$ cat src/rtl/keypad_scanner_if.sv
// Pin-level keypad bundle: row strobes and column returns plus the debounced
// key event stream handed on to the safe controller.
interface keypad_scanner_if;
    logic       col1;
    logic       col2;
    logic       col3;
    logic       row1;
    logic       row2;
    logic       row3;
    logic       row4;
    logic       key_valid;
    logic [3:0] key_code;
    logic       key_held;

    modport master (
        input  col1, col2, col3,
        output row1, row2, row3, row4, key_valid, key_code, key_held
    );

    modport slave (
        output col1, col2, col3,
        input  row1, row2, row3, row4, key_valid, key_code, key_held
    );
endinterface

$ cat src/rtl/keypad_scanner.sv
// 4x3 keypad scanner: rotates one-hot row strobes, debounces single-column
// presses and releases, and emits one-cycle key events with a 4-bit code.
module keypad_scanner #(
    parameter int SCAN_DIV = 4,
    parameter int DEBOUNCE = 3
) (
    input  logic             clk,
    input  logic             rst_n,
    keypad_scanner_if.master kp
);
    localparam int DIV_W = $clog2(SCAN_DIV);
    localparam int CNT_W = $clog2(DEBOUNCE + 1);

    typedef enum logic [1:0] {
        ST_SCAN     = 2'd0,
        ST_DEBOUNCE = 2'd1,
        ST_HELD     = 2'd2
    } state_t;

    state_t           state_q, state_d;
    logic [DIV_W-1:0] div_q;
    logic [3:0]       row_q, row_d;
    logic [1:0]       cap_row_q, cap_row_d;
    logic [2:0]       cap_col_q, cap_col_d;
    logic [CNT_W-1:0] cnt_q, cnt_d;
    logic             key_valid_q, key_valid_d;
    logic [3:0]       key_code_q, key_code_d;

    logic [2:0] cols;
    logic       sample;
    logic       single;
    logic       none;
    logic [3:0] row_rot;
    logic [1:0] row_idx;

    assign cols    = {kp.col3, kp.col2, kp.col1};
    assign sample  = (div_q == DIV_W'(SCAN_DIV - 1));
    assign single  = $onehot(cols);
    assign none    = (cols == 3'b000);
    assign row_rot = {row_q[2:0], row_q[3]};

    always_comb begin
        row_idx = 2'd0;
        for (int i = 0; i < 4; i++) begin
            if (row_q[i]) row_idx = 2'(i);
        end
    end

    // Rows 1-3 map to the digits 1..9; row 4 carries '*', '0' and '#'.
    function automatic logic [3:0] code_of(input logic [1:0] r, input logic [2:0] c);
        int ci;
        ci = c[2] ? 2 : (c[1] ? 1 : 0);
        if (r == 2'd3) begin
            case (ci)
                0:       code_of = 4'hA;
                1:       code_of = 4'h0;
                default: code_of = 4'hB;
            endcase
        end else begin
            code_of = 4'(3 * int'(r) + ci + 1);
        end
    endfunction

    always_ff @(posedge clk or negedge rst_n) begin
        if (!rst_n) begin
            div_q <= '0;
        end else if (sample) begin
            div_q <= '0;
        end else begin
            div_q <= div_q + 1'b1;
        end
    end

    always_comb begin
        state_d     = state_q;
        row_d       = row_q;
        cap_row_d   = cap_row_q;
        cap_col_d   = cap_col_q;
        cnt_d       = cnt_q;
        key_valid_d = 1'b0;
        key_code_d  = key_code_q;

        if (sample) begin
            case (state_q)
                ST_SCAN: begin
                    if (single) begin
                        state_d   = ST_DEBOUNCE;
                        cap_row_d = row_idx;
                        cap_col_d = cols;
                        cnt_d     = '0;
                    end else begin
                        row_d = row_rot;
                    end
                end
                ST_DEBOUNCE: begin
                    // cap_col_q is one-hot, so equality also implies a single column.
                    if (cols == cap_col_q) begin
                        if (cnt_q == CNT_W'(DEBOUNCE - 1)) begin
                            key_valid_d = 1'b1;
                            key_code_d  = code_of(cap_row_q, cap_col_q);
                            state_d     = ST_HELD;
                            cnt_d       = '0;
                        end else begin
                            cnt_d = cnt_q + 1'b1;
                        end
                    end else begin
                        state_d = ST_SCAN;
                        row_d   = row_rot;
                    end
                end
                ST_HELD: begin
                    if (none) begin
                        if (cnt_q == CNT_W'(DEBOUNCE - 1)) begin
                            state_d = ST_SCAN;
                            row_d   = row_rot;
                            cnt_d   = '0;
                        end else begin
                            cnt_d = cnt_q + 1'b1;
                        end
                    end else begin
                        cnt_d = '0;
                    end
                end
                default: begin
                    state_d = ST_SCAN;
                    cnt_d   = '0;
                end
            endcase
        end
    end

    always_ff @(posedge clk or negedge rst_n) begin
        if (!rst_n) begin
            state_q     <= ST_SCAN;
            row_q       <= 4'b0001;
            cap_row_q   <= '0;
            cap_col_q   <= '0;
            cnt_q       <= '0;
            key_valid_q <= 1'b0;
            key_code_q  <= 4'h0;
        end else begin
            state_q     <= state_d;
            row_q       <= row_d;
            cap_row_q   <= cap_row_d;
            cap_col_q   <= cap_col_d;
            cnt_q       <= cnt_d;
            key_valid_q <= key_valid_d;
            key_code_q  <= key_code_d;
        end
    end

    assign kp.row1      = row_q[0];
    assign kp.row2      = row_q[1];
    assign kp.row3      = row_q[2];
    assign kp.row4      = row_q[3];
    assign kp.key_valid = key_valid_q;
    assign kp.key_code  = key_code_q;
    assign kp.key_held  = (state_q == ST_HELD);
endmodule
$ cat src/flat_wrapper.sv
// flat-port wrapper written by rule: the top's interface ports become plain ports
module keypad_scanner_flat 
#(
    parameter int SCAN_DIV = 4,
    parameter int DEBOUNCE = 3
)
  (clk, rst_n, kp_col1, kp_col2, kp_col3, kp_row1, kp_row2, kp_row3, kp_row4, kp_key_valid, kp_key_code, kp_key_held);
  keypad_scanner_if kp_i ();
  input  logic clk;
  input  logic rst_n;
  input wire logic [$bits(kp_i.col1)-1:0] kp_col1;
  input wire logic [$bits(kp_i.col2)-1:0] kp_col2;
  input wire logic [$bits(kp_i.col3)-1:0] kp_col3;
  output wire logic [$bits(kp_i.row1)-1:0] kp_row1;
  output wire logic [$bits(kp_i.row2)-1:0] kp_row2;
  output wire logic [$bits(kp_i.row3)-1:0] kp_row3;
  output wire logic [$bits(kp_i.row4)-1:0] kp_row4;
  output wire logic [$bits(kp_i.key_valid)-1:0] kp_key_valid;
  output wire logic [$bits(kp_i.key_code)-1:0] kp_key_code;
  output wire logic [$bits(kp_i.key_held)-1:0] kp_key_held;
  assign kp_i.col1 = kp_col1;
  assign kp_i.col2 = kp_col2;
  assign kp_i.col3 = kp_col3;
  assign kp_row1 = kp_i.row1;
  assign kp_row2 = kp_i.row2;
  assign kp_row3 = kp_i.row3;
  assign kp_row4 = kp_i.row4;
  assign kp_key_valid = kp_i.key_valid;
  assign kp_key_code = kp_i.key_code;
  assign kp_key_held = kp_i.key_held;
  keypad_scanner #(.SCAN_DIV(SCAN_DIV), .DEBOUNCE(DEBOUNCE)) u_core (.clk(clk), .rst_n(rst_n), .kp(kp_i));
endmodule
$ cat config.mk
export PLATFORM = sky130hd
export DESIGN_NAME = keypad_scanner_flat
export DESIGN_NICKNAME = d
export VERILOG_FILES = /design/src/rtl/keypad_scanner_if.sv /design/src/rtl/keypad_scanner.sv /design/src/flat_wrapper.sv
export SDC_FILE = /design/constraint.sdc
export NUM_CORES = 1
export LEC_CHECK = 0
export BUFFER_PORTS_ARGS = -buffer_cell sky130_fd_sc_hd__buf_4
export CORE_UTILIZATION = 60
export DETAILED_ROUTE_END_ITERATION = 6
export HOLD_SLACK_MARGIN = 0.06
export PLACE_DENSITY_LB_ADDON = 0.12
export SYNTH_ARGS = -nofsm -noshare
export SYNTH_HDL_FRONTEND = slang
export SYNTH_SLANG_ARGS = --single-unit
$ cat constraint.sdc
create_clock -name clk -period 3.45 [get_ports clk]
set_input_delay 0.1725 -clock clk [delete_from_list [all_inputs] [get_ports clk]]
set_output_delay 0.1725 -clock clk [all_outputs]
set_load 0.01 [all_outputs]
==> impl_metrics.csv, run 1 <==
group,metric,value,unit
clocking,clock_latency,0.31,ns
cells_and_area,multi_input_area,649,um2
drt,firstDrtPassIters,4,
place,io_buffers,14,
clocking,clkTransAtPathRegs,0.12,ns
yosys,dominantRegCellSynth,"dfrtp_1",
drt,postRouteAntennaNets,0,
drt,drc,0,
drt,drt_iter0_markers,7,
yosys,async_reset_ff_share,100,%
yosys,synthTopCellsByCount,"dfrtp_1, inv_1, ha_1, mux2_1, o21ai_0",
timing,tightest_slew,0.387,ns
global_route,grt_pass1_wl,3370,um
hold_path,worstHoldStart,"kp_col1",
place,dpl.hpwl,1590,um
clocking,cts_setup_buffers,0,
clocking,cts_resized,0,
power_and_ir_drop,power.total,959,uW
yosys,netlist_top_cells_area,"dfrtp_1, ha_1, mux2_1, fa_1, inv_1",
critical_path,rrSetupSlack,1.08,ns
yosys,synth_area,1210,um2
die,io_pins,15,
power_and_ir_drop,p_int,575,uW
timing,fin_crit_sh,68.7,%
power_and_ir_drop,seqPwrFrac,35.2,%
cells_and_area,regArea,502,um2
die,num_rows,15,
outcome,outcome,"finished clean",
critical_path,crit_path_end_kind,"register",
critical_path,crit_required,3.65,ns
yosys,synth_most_common_cell,"dfrtp_1",
drt,vias,805,
power_and_ir_drop,netSwitchingPower,384,uW
yosys,syn_inst,102,
power_and_ir_drop,irDropWorstVdd,469,uV
timing,slew-limit-headroom,74.2,%
timing,setup_violations,0,
die,die_w,46.9,um
cells_and_area,postLayoutCoreUtil,77.2,%
drt,wl_per_cell,14.0,um
global_route,grt_usage,22.8,%
cells_and_area,drive_gt1_share,27.3,%
cells_and_area,n_fill_cell,131,
global_route,antenna_found_initial,0,
power_and_ir_drop,cellLeakagePower,0.000693,uW
critical_path,rr_startpoint,"u_core.cap_col_q[2]",
critical_path,path_max_fanout,5,
critical_path,reg2reg_depth,8,
clocking,clockBufferDepth,2,
global_route,grt_pass1_vias,777,
yosys,synth_edf_count,0,
cells_and_area,fin_nets,139,
clocking,root_buffer,"clkbuf_4",
power_and_ir_drop,powerDensity,690,nW/um2
yosys,synth_top_area_share,39.4,%
global_route,grt_max_degree,21,
die,die_h,46.9,um
die,core,1800,um2
job,cap_violations,0,
hold_path,min_to,"u_core.cap_col_q[0]",
die,start_util,67.0,%
hold_path,worstHoldPathCells,3,
timing,period_minus_slack,2.37,ns
drt,routed_via_density,5.51,
global_route,overflow,0,
yosys,synthesis.nets,119,
timing,fmax,422,MHz
timing,rsz0062_at_grt,"false",
yosys,yosysWarnings,0,
clocking,cts_htree_levels,1,
cells_and_area,area_growth,15.1,%
clocking,numCtsBuffers,3,
critical_path,r2r_end,"u_core.kp.key_code[3]",
yosys,seq_area_frac_synth,41.6,%
place,place.gp.congestion,0.774,
critical_path,arrival,2.57,ns
clocking,cts_sinks,20,
critical_path,cp-start-kind,"register",
yosys,synth_cell_types,33,
timing,skew,0.00865,ns
yosys,avgSynthCellArea,11.8,um2
timing,finalHoldViolations,0,
power_and_ir_drop,switching_share,40.0,%
clocking,cts_tree,"built",
power_and_ir_drop,p_clk_share,14.6,%
hold_path,hold_path_class,"primary input to register",
timing,drv_slew,0,
die,dieArea,2200,um2
critical_path,setup.worst_path.class,"register to register",
drt,drt-total-wl,2040,um
yosys,synth_area_leader_cell,"dfrtp_1",
cells_and_area,antennaDiodeCount,0,
power_and_ir_drop,combPwrFrac,50.2,%
timing,setup_tns,0,ns
yosys,ys_seq_elements,20,
-- cell families (layout without fill, tap and decap cells) --
kind of cell	count (synthesis)	after routing	share of synthesized area, %
XOR/XNOR	4	4	4.77
buffers and inverters	15	34	4.66
adder cells (fa/ha/maj)	12	12	14.3
flip-flops	20	20	41.6
AO/OA/AOI/OAI	17	17	9.64
multiplexers	12	12	11.1
AND/OR/NAND/NOR	22	22	14.0
-- worst max path at each step --
stage	from	end	slack (ns)	cells past startpoint
2_1_floorplan	u_core.cap_col_q[2]	u_core.kp.key_code[3]	1.25	8
3_3_place_gp	u_core.cap_col_q[2]	u_core.kp.key_code[3]	1.20	8
3_5_place_dp	u_core.cap_col_q[2]	u_core.kp.key_code[3]	1.10	8
4_1_cts	u_core.cap_col_q[2]	u_core.kp.key_code[3]	1.09	8
5_1_grt	u_core.cap_col_q[2]	u_core.kp.key_code[3]	0.98	8
6_report	u_core.cap_col_q[2]	u_core.kp.key_code[3]	1.08	8
-- flip-flops by register name (all words and copies together) (netlist names) --
signal,count
u_core.cnt_q,2
u_core.cap_row_q,2
u_core.kp.key_code,4
u_core.div_q,2
u_core.row_q,4
u_core.cap_col_q,3
u_core.kp.key_valid,1
u_core.state_q,2
-- layout by cell type, fill, tap and decap left out, types with 2 or more instances in the layout --
master,synthesis,routed
clkbuf_4,0,3
nor2b_1,3,3
ha_1,9,9
nor2_1,3,3
mux2_1,8,8
dfrtp_1,19,19
nor3_1,2,2
a21oi_1,3,3
o21ai_0,5,5
mux2_2,3,3
buf_4,0,14
a31oi_1,2,2
nand2_1,4,4
inv_1,15,15
xnor2_2,3,3
nand4_4,2,2
fa_1,3,3
-- through the flow --
step                      hold WS (ns)  instance area [um2]  setup WS [ns]  cells
after floorplan                 -0.123                 1210           1.25    102
after global placement          0.0586                 1340           1.20    141
after detailed placement        0.0640                 1340           1.10    141
after CTS                        0.226                 1390           1.09    146
after global routing             0.231                 1390          0.977    146
final                            0.225                 1390           1.08    146
-- power by group through the flow --
| stage | combinational (uW) | clock, uW | sequential, uW |
|---|---|---|---|
| 6_report | 481 | 140 | 337 |
| 5_1_grt | 547 | 147 | 346 |
| 4_1_cts | 481 | 141 | 338 |
| 3_5_place_dp | 478 | 0 | 344 |
| 3_3_place_gp | 454 | 0 | 337 |
| 2_1_floorplan | 377 | 0 | 332 |
-- repair_timing --
action,in CTS,in global routing
setup endpoints to repair,0,0
hold buffers,1,0
endpoints found under the hold margin,20,0
-- layout make-up --
cell class	instances	area share, %
multi-input combinational	67	46.7
sequential	20	36.1
timing repair buffer	15	8.28
inverter	15	4.05
clock buffer	4	2.61
tap	25	2.25
-- worst max-delay path, cell delays in order, from the launching register on --
cell	delay, ns
dfrtp_1	0.46
inv_1	0.09
fa_1	0.60
inv_1	0.06
ha_1	0.29
a21o_1	0.16
a211oi_1	0.23
a21oi_1	0.06
mux2_1	0.31
-- metal layers --
layer  GRT usage (%)  vias to the layer above  share of wire [%]
met1            30.5                      398                 45
met5               0                        -                  0
met4            6.86                        0                1.1
met2            38.3                       15                 51
met3            3.46                        4                2.7
li1                -                      388                  -
No activity file was read; power rests on OpenSTA's default activity.
==> inputs of run 2 (changes only) <==
Settings changed: CORE_UTILIZATION 60 to 56.
Clock period 3.45 ns to 2.2 ns, I/O delays scaled along.
==> run 2 against run 1 <==
Effect of this change: count of clock-buffer cells in the layout unchanged; clock power up 54%; sequential power up 52%; wire length down 3.4%; core utilization down 5.7 points; register-to-register slack worse by 0.95 ns; combinational power up 80%; power up 66%; design area up 3.0%; sequential share of layout area down 1.0 points; critical path type unchanged.
==> impl_metrics.csv, run 2 (synthesized netlist as in run 1, its figures left out) <==
group,metric,value,unit
power_and_ir_drop,power.total,1590,uW
timing,rsz0062_at_grt,"false",
die,core,2000,um2
power_and_ir_drop,cellLeakagePower,0.000711,uW
timing,tightest_slew,0.399,ns
cells_and_area,n_fill_cell,152,
power_and_ir_drop,netSwitchingPower,619,uW
timing,fin_crit_sh,94.0,%
place,dpl.hpwl,1510,um
drt,drt_iter0_markers,12,
power_and_ir_drop,combPwrFrac,54.2,%
outcome,outcome,"finished clean",
cells_and_area,area_growth,18.5,%
drt,routed_via_density,5.37,
power_and_ir_drop,powerDensity,1110,nW/um2
global_route,antenna_found_initial,0,
die,die_h,48.4,um
clocking,cts_tree,"built",
critical_path,crit_required,2.40,ns
timing,slew-limit-headroom,73.3,%
job,cap_violations,0,
timing,setup_violations,0,
critical_path,arrival,2.27,ns
die,num_rows,16,
timing,fmax,484,MHz
timing,drv_slew,0,
global_route,overflow,0,
drt,drt-total-wl,1970,um
power_and_ir_drop,seqPwrFrac,32.2,%
critical_path,crit_path_end_kind,"register",
power_and_ir_drop,switching_share,38.9,%
power_and_ir_drop,p_int,974,uW
global_route,grt_pass1_vias,803,
critical_path,setup.worst_path.class,"register to register",
timing,period_minus_slack,2.07,ns
cells_and_area,final_cell_mix,"dfrtp_1, buf_4, inv_1, ha_1, mux2_1",
global_route,grt_max_degree,21,
hold_path,hold_path_class,"primary input to register",
clocking,clkTransAtPathRegs,0.12,ns
clocking,clockBufferDepth,2,
power_and_ir_drop,irDropWorstVdd,725,uV
cells_and_area,regArea,502,um2
die,start_util,60.3,%
clocking,cts_sinks,20,
drt,wl_per_cell,13.0,um
critical_path,cp-start-kind,"register",
drt,vias,816,
clocking,clock_latency,0.30,ns
cells_and_area,drive_gt1_share,32.8,%
global_route,grt_usage,19.9,%
timing,holdWs,0.174,ns
clocking,cts_htree_levels,1,
clocking,root_buffer,"clkbuf_4",
die,io_pins,15,
drt,drc,0,
place,io_buffers,14,
clocking,numCtsBuffers,3,
cells_and_area,fin_nets,143,
timing,skew,0.00396,ns
die,dieArea,2350,um2
drt,firstDrtPassIters,5,
cells_and_area,postLayoutCoreUtil,71.5,%
global_route,grt_pass1_wl,3480,um
cells_and_area,layout_commonest_cell,"dfrtp_1",
drt,postRouteAntennaNets,0,
timing,finalHoldViolations,0,
place,place.gp.congestion,0.790,
cells_and_area,multi_input_area,658,um2
cells_and_area,antennaDiodeCount,0,
power_and_ir_drop,p_clk_share,13.6,%
die,die_w,48.4,um
critical_path,path_max_fanout,2,
-- run 2: cell types whose count changed in the layout (fill, tap and decap cells not counted) --
cell      previous run  this run
buf_4               14        18
mux2_4               0         1
a211oi_1             1         0
a211oi_2             0         1
inv_1               15        13
mux2_1               8         7
inv_2                0         2
-- run 2: routing by layer --
| layer | part of all wire (%) | GRT usage [%] | wire (um) |
|---|---|---|---|
| met1 | 44 | 22.5 | 874 |
| met2 | 51 | 36.2 | 1010 |
| met3 | 3.8 | 4.72 | 75 |
| met4 | 0.51 | 7.35 | 10 |
| met5 | 0 | 0 | 0 |
-- run 2: through the flow --
stage / cell area (um2) / TNS (ns) / std cells / setup slack [ns]
floorplan: 1210 / 0 / 102 / 0.00289
global placement: 1360 / 0 / 145 / 0.0625
detailed placement: 1360 / -0.00842 / 145 / -0.00842
CTS: 1420 / 0 / 152 / 0.0320
global route: 1430 / 0 / 152 / 0.0104
finish: 1430 / 0 / 152 / 0.132
-- run 2: cell type report --
type	count	area share, %
Tap cell	27	2.36
Sequential cell	20	35.1
Timing Repair Buffer	19	10.1
Clock buffer	4	2.53
Inverter	15	3.93
Multi-Input combinational cell	67	46.0
-- run 2: power groups by stage --
stage | Clock [uW] | Combinational [uW] | Sequential [uW]
3_5_place_dp | 0 | 788 | 523
6_report | 216 | 864 | 513
4_1_cts | 221 | 846 | 511
2_1_floorplan | 0 | 591 | 521
5_1_grt | 241 | 989 | 526
3_3_place_gp | 0 | 750 | 516
-- run 2: timing repair --
action	CTS	global route
hold buffers	1	0
setup buffers	2	0
endpoints found under the setup margin	1	1
pin swaps	1	2
hold endpoints to repair	20	0
resized for setup	0	4
-- run 2: final timing paths --
check                      cells past startpoint                    end                start  slack (ns)
setup / recovery                               8  u_core.kp.key_code[3]  u_core.cap_col_q[2]        0.13
hold / removal                                 3    u_core.cap_col_q[0]              kp_col1        0.17
setup reg to reg                               8  u_core.kp.key_code[3]  u_core.cap_col_q[2]        0.13
hold reg to reg                                1        u_core.div_q[0]      u_core.div_q[0]        0.43
max in group asynchronous                      2        u_core.row_q[0]                rst_n        1.72
min in group asynchronous                      2  u_core.kp.key_code[3]                rst_n        0.21
-- run 2: critical path, cell delays in order, from the launching register on --
cell and delay (ns):
dfrtp_1 0.38, inv_2 0.04, fa_1 0.54, inv_1 0.05, ha_1 0.29, a21o_1 0.16
a211oi_2 0.17, a21oi_1 0.06, mux2_4 0.27
==> inputs of run 3 (changes only) <==
Settings changed: CORE_UTILIZATION 56 to 53, GPL_ROUTABILITY_DRIVEN set to 0.
==> run 3 against run 2 <==
Effect of this change: sequential power up 1%; design area increased by 0.52%; hold slack worse by 0.012 ns; flip-flop and latch count did not move; clock skew grew 0.0067 ns; critical path depth unchanged; sequential share of layout area down 0.18 points; cell count increased by 0.66%.
==> impl_metrics.csv, run 3 (synthesized netlist as in run 1, its figures left out) <==
group,metric,value,unit
drt,wl_per_cell,13.6,um
clocking,cts_htree_levels,1,
die,dieArea,2470,um2
clocking,clkTransAtPathRegs,0.12,ns
clocking,root_buffer,"clkbuf_4",
drt,vias,801,
drt,drt_iter0_markers,1,
timing,tightest_slew,0.390,ns
cells_and_area,final_cell_mix,"buf_4, dfrtp_1, inv_1, ha_1, mux2_1",
die,die_h,49.7,um
die,start_util,59.1,%
clocking,clock_latency,0.31,ns
drt,drt-total-wl,2080,um
global_route,grt_usage,19.5,%
timing,fin_crit_sh,95.0,%
timing,slew-limit-headroom,73.8,%
timing,holdWs,0.161,ns
critical_path,arrival,2.28,ns
timing,finalHoldViolations,0,
clocking,clockBufferDepth,2,
cells_and_area,fin_nets,144,
timing,fmax,478,MHz
global_route,overflow,0,
timing,skew,0.0107,ns
die,num_rows,16,
die,core,2040,um2
critical_path,crit_required,2.39,ns
cells_and_area,final_cells,153,
cells_and_area,drive_gt1_share,34.1,%
hold_path,hold_path_class,"primary input to register",
power_and_ir_drop,irDropWorstVdd,688,uV
cells_and_area,postLayoutCoreUtil,70.5,%
cells_and_area,regArea,502,um2
global_route,antenna_found_initial,0,
drt,routed_via_density,5.24,
power_and_ir_drop,cellLeakagePower,0.000716,uW
global_route,grt_pass1_vias,785,
critical_path,cp-start-kind,"register",
place,dpl.hpwl,1620,um
clocking,numCtsBuffers,3,
die,die_w,49.7,um
timing,drv_slew,0,
drt,drc,0,
place,dp_cells,145,
cells_and_area,multi_input_area,658,um2
power_and_ir_drop,power.total,1610,uW
die,io_pins,15,
timing,setup_violations,0,
timing,setup_tns,0,ns
critical_path,crit_path_end_kind,"register",
critical_path,rr_startpoint,"u_core.cap_col_q[2]",
cells_and_area,area_growth,19.2,%
hold_path,worstHoldStart,"kp_col2",
clocking,cts_sinks,20,
critical_path,cp-startpoint,"u_core.cap_col_q[2]",
timing,rsz0062_at_grt,"false",
critical_path,setup.worst_path.class,"register to register",
drt,firstDrtPassIters,2,
critical_path,path_max_fanout,2,
timing,period_minus_slack,2.09,ns
global_route,grt_max_degree,21,
drt,postRouteAntennaNets,0,
outcome,outcome,"finished clean",
place,io_buffers,14,
cells_and_area,antennaDiodeCount,0,
cells_and_area,n_fill_cell,163,
clocking,cts_tree,"built",
power_and_ir_drop,powerDensity,1120,nW/um2
job,cap_violations,0,
global_route,grt_pass1_wl,3460,um
## run 3: cell types whose count changed in the layout (fill, tap and decap cells not counted), sizes merged
cell,previous run,this run
buf,18,19
## run 3: per-stage QoR
stage / setup WS, ns / area (um2)
finish: 0.109 / 1440
detailed placement: -0.00895 / 1360
global route: 0.00226 / 1440
global placement: 0.0979 / 1360
floorplan: 0.00289 / 1210
CTS: 0.0191 / 1420
## run 3: routing by layer
layer  vias to the layer above  wire [um]  part of all wire, %  global-route usage [%]
met1                       384        987                   48                    23.0
li1                        400          -                    -                       -
met2                        12        987                   48                    32.7
met4                         0         48                  2.3                    11.4
met5                         -          0                    0                       0
met3                         5         52                  2.5                    3.70
## run 3: repair_timing
action                                 CTS  global route
endpoints found under the hold margin   20             0
gates resized for setup                  0             5
buffers inserted                         1             2
pin swaps                                0             4
hold buffers                             1             0
setup endpoints to repair                1             1
## run 3: critical path, stage by stage (launching register included)
cell and delay, ns:
dfrtp_1 0.38, inv_2 0.05, fa_1 0.56, inv_1 0.05, ha_1 0.26, a21o_1 0.19, a211oi_2 0.18, a21oi_1 0.06
mux2_4 0.27
## run 3: worst paths after layout
| path | end | slack, ns | cells past startpoint |
|---|---|---|---|
| max | u_core.kp.key_code[3] | 0.11 | 8 |
| min | u_core.cap_col_q[1] | 0.16 | 3 |
| max reg2reg | u_core.kp.key_code[3] | 0.11 | 8 |
| min reg2reg | u_core.div_q[0] | 0.44 | 1 |
| max in group asynchronous | u_core.row_q[0] | 1.71 | 2 |
| min in group asynchronous | u_core.kp.key_valid | 0.21 | 2 |
## run 3: cell type report
class,instances,share of cell area (%)
Clock buffer,4,2.52
Inverter,15,3.91
Tap cell,27,2.35
Timing Repair Buffer,20,10.6
Multi-Input combinational cell,67,45.7
Sequential cell,20,34.9
## run 3: power breakdown
group / total, uW / internal, uW / switching (uW)
Clock: 215 / 101 / 114
Sequential: 519 / 444 / 74.6
Combinational: 876 / 439 / 437
Total: 1610 / 984 / 626
